<file path="src/rtl/intra4x4_block_feeder.sv">
// ----------------------------------------------------------------------------
// intra4x4_block_feeder
//
// Collects raster-ordered luma macroblocks (16x16 pixels, 64 words of 4 pixels)
// into a pair of ping-pong buffers and replays each complete macroblock to an
// intra4x4 predictor as 64 consecutive 4x4 sub-block rows in H.264 luma order.
//
// Ports
//   CLK      in   1  rising-edge clock
//   RESETN   in   1  synchronous, active-low reset
//   WSTROBE  in   1  raster write strobe, one word per cycle
//   WDATA    in  32  4 pixels of a macroblock row segment, leftmost in [31:24]
//   WREADY   out  1  fill buffer has room
//   READYI   in   1  predictor can accept a whole macroblock
//   STROBEO  out  1  DATAO valid
//   DATAO    out 32  one 4x4 sub-block row
//   LASTO    out  1  marks the 64th word of a burst
//   BUFCNT   out  2  number of full macroblock buffers (0..2)
//
// Handshakes
//   Write side: a word transfers on a rising edge where WSTROBE=1 and
//   WREADY=1; WSTROBE while WREADY=0 is dropped. Read side: READYI is a
//   per-macroblock grant sampled only in IDLE; once a burst starts it runs
//   64 cycles without back-pressure, STROBEO qualifies every word.
//
// The drain FSM state is visible as the internal signal drain_state.
// ----------------------------------------------------------------------------
module intra4x4_block_feeder (
    input  logic        CLK,
    input  logic        RESETN,
    input  logic        WSTROBE,
    input  logic [31:0] WDATA,
    output logic        WREADY,
    input  logic        READYI,
    output logic        STROBEO,
    output logic [31:0] DATAO,
    output logic        LASTO,
    output logic [1:0]  BUFCNT
);

    typedef enum logic {
        ST_IDLE  = 1'b0,
        ST_BURST = 1'b1
    } drain_state_t;

    drain_state_t drain_state;

    // Buffer b occupies mem[{b, addr}], addr being the 6-bit raster index.
    logic [31:0] mem [0:127];

    logic [1:0] full;
    logic       fill_ptr;
    logic       drain_ptr;
    logic [5:0] w_idx;
    logic [5:0] n_idx;

    logic       wr_en;
    logic       fill_done;
    logic       burst_start;
    logic       drain_done;
    logic [5:0] rd_addr;

    assign WREADY = ~full[fill_ptr];
    assign BUFCNT = {1'b0, full[0]} + {1'b0, full[1]};

    // Writes are also blocked while reset is asserted.
    assign wr_en       = WSTROBE & WREADY & RESETN;
    assign fill_done   = wr_en && (w_idx == 6'd63);
    assign burst_start = (drain_state == ST_IDLE) && READYI && full[drain_ptr];
    assign drain_done  = (drain_state == ST_BURST) && (n_idx == 6'd63);

    // n = {b3,b2,b1,b0,r1,r0}: sub-block b in 8x8-quadrant order, row r.
    // Raster address = {row[3:0], col[1:0]} with row = {b3,b1,r1,r0} and
    // col = {b2,b0}.
    assign rd_addr = {n_idx[5], n_idx[3], n_idx[1], n_idx[0], n_idx[4], n_idx[2]};

    // Buffer storage carries no reset. The fill buffer is never full while
    // being written and the drain buffer always is, so a write and a read
    // in the same cycle always target different halves.
    always_ff @(posedge CLK) begin
        if (wr_en) begin
            mem[{fill_ptr, w_idx}] <= WDATA;
        end
    end

    always_ff @(posedge CLK) begin
        if (!RESETN) begin
            full        <= 2'b00;
            fill_ptr    <= 1'b0;
            drain_ptr   <= 1'b0;
            w_idx       <= 6'd0;
            n_idx       <= 6'd0;
            drain_state <= ST_IDLE;
            STROBEO     <= 1'b0;
            LASTO       <= 1'b0;
            DATAO       <= 32'd0;
        end else begin
            // Fill side
            if (wr_en) begin
                w_idx <= w_idx + 6'd1;
            end
            if (fill_done) begin
                fill_ptr <= ~fill_ptr;
            end

            // The set and clear always address different buffers, so the
            // two flag updates never collide.
            if (fill_done) begin
                full[fill_ptr] <= 1'b1;
            end
            if (drain_done) begin
                full[drain_ptr] <= 1'b0;
            end

            // Drain side
            case (drain_state)
                ST_IDLE: begin
                    STROBEO <= 1'b0;
                    LASTO   <= 1'b0;
                    if (burst_start) begin
                        n_idx       <= 6'd0;
                        drain_state <= ST_BURST;
                    end
                end
                ST_BURST: begin
                    STROBEO <= 1'b1;
                    DATAO   <= mem[{drain_ptr, rd_addr}];
                    LASTO   <= (n_idx == 6'd63);
                    n_idx   <= n_idx + 6'd1;
                    if (drain_done) begin
                        drain_ptr   <= ~drain_ptr;
                        drain_state <= ST_IDLE;
                    end
                end
                default: begin
                    STROBEO     <= 1'b0;
                    LASTO       <= 1'b0;
                    drain_state <= ST_IDLE;
                end
            endcase
        end
    end

endmodule

</file>
<file path="config.mk">
export PLATFORM = sky130hd
export DESIGN_NAME = intra4x4_block_feeder
export DESIGN_NICKNAME = d
export VERILOG_FILES = /design/src/rtl/intra4x4_block_feeder.sv
export SDC_FILE = /design/constraint.sdc
export NUM_CORES = 2
export LEC_CHECK = 0
export CORE_MARGIN = 5
export CORE_UTILIZATION = 63
export CTS_BUF_LIST = sky130_fd_sc_hd__clkbuf_8 sky130_fd_sc_hd__clkbuf_16
export DETAILED_ROUTE_END_ITERATION = 10
export HOLD_SLACK_MARGIN = 0.08
export MAX_ROUTING_LAYER = met4
export PLACE_DENSITY = 0.8
export SLEW_MARGIN = 25
export SYNTH_ARGS = -nofsm -noshare
export SYNTH_HDL_FRONTEND = slang
export SYNTH_SLANG_ARGS = --single-unit
</file>
<file path="constraint.sdc">
create_clock -name CLK -period 6.3 [get_ports CLK]
set_clock_uncertainty 0.15 [all_clocks]
set_input_delay 1.89 -clock CLK [delete_from_list [all_inputs] [get_ports CLK]]
set_output_delay 1.89 -clock CLK [all_outputs]
set_load 0.02 [all_outputs]
</file>
==> metrics <==
status=finished clean; Synth top cells by count=4096 x edfxtp_1, 775 x mux4_2, 553 x mux2i_1, 217 x nor2_1, 161 x clkbuf_1; H-Tree Depth=5; Synth Register Bits=roughly 4100; peak fanout along the critical path=11; Fin Setup TNS=0 ps; DRT iter0 DRCs=17200; max-cap viol count=0; Arrival @ worst endpoint=around 2900 ps; FFs w/ async S/R, synth=0; Die H=513 µm; Synth top area share=0.772; io pins=73; Yosys warnings=0; Setup Buffers After CTS=0; CTS Hold Bufs=0; Syn Area/Cell=21.9 µm²; gr ovfl total=0; final-report hold violation count=0; highest routed layer=met4; unrepaired setup endpoints after global routing=false; Tightest Pin Transition=~1300 ps; routed wl met3=82000 µm; final-report max-slew violation count=0; Pre-Repair DR Iteration Count=8; Num CTS Buffers=406; met1 WL=147000 µm; min-delay worst type=reg2reg; # clock sinks=a little over 4000; critical path class=reg2out; vias in the first global route=82800; clock slew seen by the registers of the worst setup and hold paths=70 ps; R2R Setup Slk=roughly 1600 ps; hold slack=486 ps; Routed WL per cell=42.1 µm; CTS tree=yes; Filler cells=13500; FMAX=between 200 and 250 MHz; Max-slew headroom=0.119; Vias/cell=7.48; PwrDens=a little over 300 nW/µm²; port bufs=a little over 70; RD Place Congestion=0.971; fin crit share=0.783; Synth area leaders=edfxtp_1 77%, mux4_2 11%, mux2i_1 3.5%; core footprint=252000 µm²; area growth from synthesis to layout=12.3%; row count=184; Clk Latency, worst-skew pair=1020 ps; EDFF count, synth=4096; Peak VDD IR=about 0.36 mV; Clock Tree Buf Depth=4; total wire length=477000 µm; fraction of layout cells with a size suffix above 1=0.240; CTS root buf=clkbuf_16; Synth Cell Area=about 160000 µm²; Synth Flop Type=edfxtp_1; largest net degree at the start of global routing=129; area leader, netlist=edfxtp_1; Finish-stage setup viols=0; post-CTS resize count=0; Final min period=4930 ps; Die ar.=263000 µm²; GRT Total Usage=0.372; sequential-to-total area share from yosys stat=0.778; Critical Path RT=4260 ps; vias=84800; Post-Syn Instances=around 7300; most common cell in the netlist=edfxtp_1; DP HPWL=between 200000 and 300000 µm; nets=7695; Yosys cell types=76; endpoint type of the worst setup path=primary output; Finished Core Util=0.711; DRC viols=0; antenna violations before repair=34; syn_nets=7303; post-route ant nets=0; width of the chip=around 510 µm; first-pass GRT wire length=654000 µm; met2 wire length=213000 µm; Initial Util=0.633; LEAKAGE=0.0544 µW; startpoint type of the worst setup path=flip-flop
-- sequential cells by signal, indices dropped and copies added (netlist names) --
| signal | flops |
|---|---|
| drain_ptr | 1 |
| drain_state | 1 |
| full | 2 |
| STROBEO | 1 |
| mem | 4096 |
| DATAO | 32 |
| w_idx | 6 |
| fill_ptr | 1 |
| LASTO | 1 |
| n_idx | 6 |
-- final timing paths --
| kind | start | endpoint | depth (start not counted) |
|---|---|---|---|
| min reg2reg | drain_state | drain_state | 2 |
| max reg2reg | n_idx[2] | DATAO[0] | 8 |
| max | fill_ptr | WREADY | 2 |
| min | drain_state | drain_state | 2 |
-- metal layers --
layer,GRT usage,vias up
met4,0.207,0
met1,0.474,42700
met2,0.526,8634
met5,-,-
li1,-,31700
met3,0.136,1779
-- final cells by class --
cell class	count	area (µm²)	share of cell area
Antenna cell	31	77.6	0.000433
Clock buffer	415	10300	0.0577
Clock inverter	293	2410	0.0135
Inverter	5	25.0	0.000140
Multi-Input combinational cell	2677	33500	0.187
Sequential cell	4147	124000	0.693
Tap cell	3348	4190	0.0234
Timing Repair Buffer	419	4380	0.0245
-- power by group --
group | total, µW | switching, µW | internal [µW] | leakage [µW]
Combinational | 840 | 755 | 85.6 | 0.0106
Clock | 23600 | 10200 | 13400 | 0.00656
Sequential | 30300 | 10.8 | 30300 | 0.0372
-- cells in the final DEF, fill, tap and decap left out, drive strengths merged, types with 5 or more instances in the layout --
cell / netlist / layout
clkinv: 1 / 139
nand2b: 6 / 6
o221ai: 113 / 113
and3: 5 / 5
edfxtp: 4096 / 4096
a221o: 14 / 14
nor3: 14 / 14
inv: 4 / 103
a21oi: 137 / 137
o22ai: 85 / 85
and2: 8 / 8
a211oi: 86 / 86
a22oi: 85 / 85
a311oi: 10 / 10
nand3: 49 / 49
a31oi: 13 / 13
nand3b: 8 / 8
o211ai: 6 / 6
a22o: 37 / 37
buf: 271 / 378
mux2: 22 / 22
nor4: 6 / 6
bufinv: 0 / 39
clkinvlp: 0 / 17
clkdlybuf4s50: 0 / 39
a221oi: 58 / 58
nor2b: 16 / 16
diode: 0 / 31
mux4: 821 / 821
nand2: 77 / 77
o21ai: 132 / 132
a32oi: 15 / 15
a2111oi: 15 / 15
dfxtp: 51 / 51
clkbuf: 163 / 417
nand4: 15 / 15
mux2i: 553 / 553
nor2: 217 / 217
-- worst max-delay path, stage by stage (launching register included) --
cell	delay, ps
dfxtp_1	690
mux2i_1	460
clkdlybuf4s50_1	720
-- metrics by stage --
step / cells / setup WS [ps] / instance area (µm²) / total power [µW]
3_5_place_dp: 10600 / 902 / 166000 / 31700
4_1_cts: 11300 / 1400 / 178000 / 54700
3_3_place_gp: 10600 / 926 / 166000 / 31700
2_1_floorplan: 7264 / 1220 / 159000 / 31000
6_report: 11300 / 1370 / 179000 / 54800
5_1_grt: 11300 / 1340 / 179000 / 56000
-- cells by family (layout without fill, tap and decap cells) --
logic type,Yosys count,after routing,synth area share
AND/OR/NAND/NOR,439,439,0.0124
AO/OA/AOI/OAI,831,831,0.0368
flip-flops,4147,4147,0.778
XOR/XNOR,8,8,0.000440
adder cells (fa/ha/maj),3,3,0.000236
multiplexers,1396,1396,0.153
buffers and inverters,440,1132,0.0183
other,0,31,0
(Power assumes the default switching activity.)
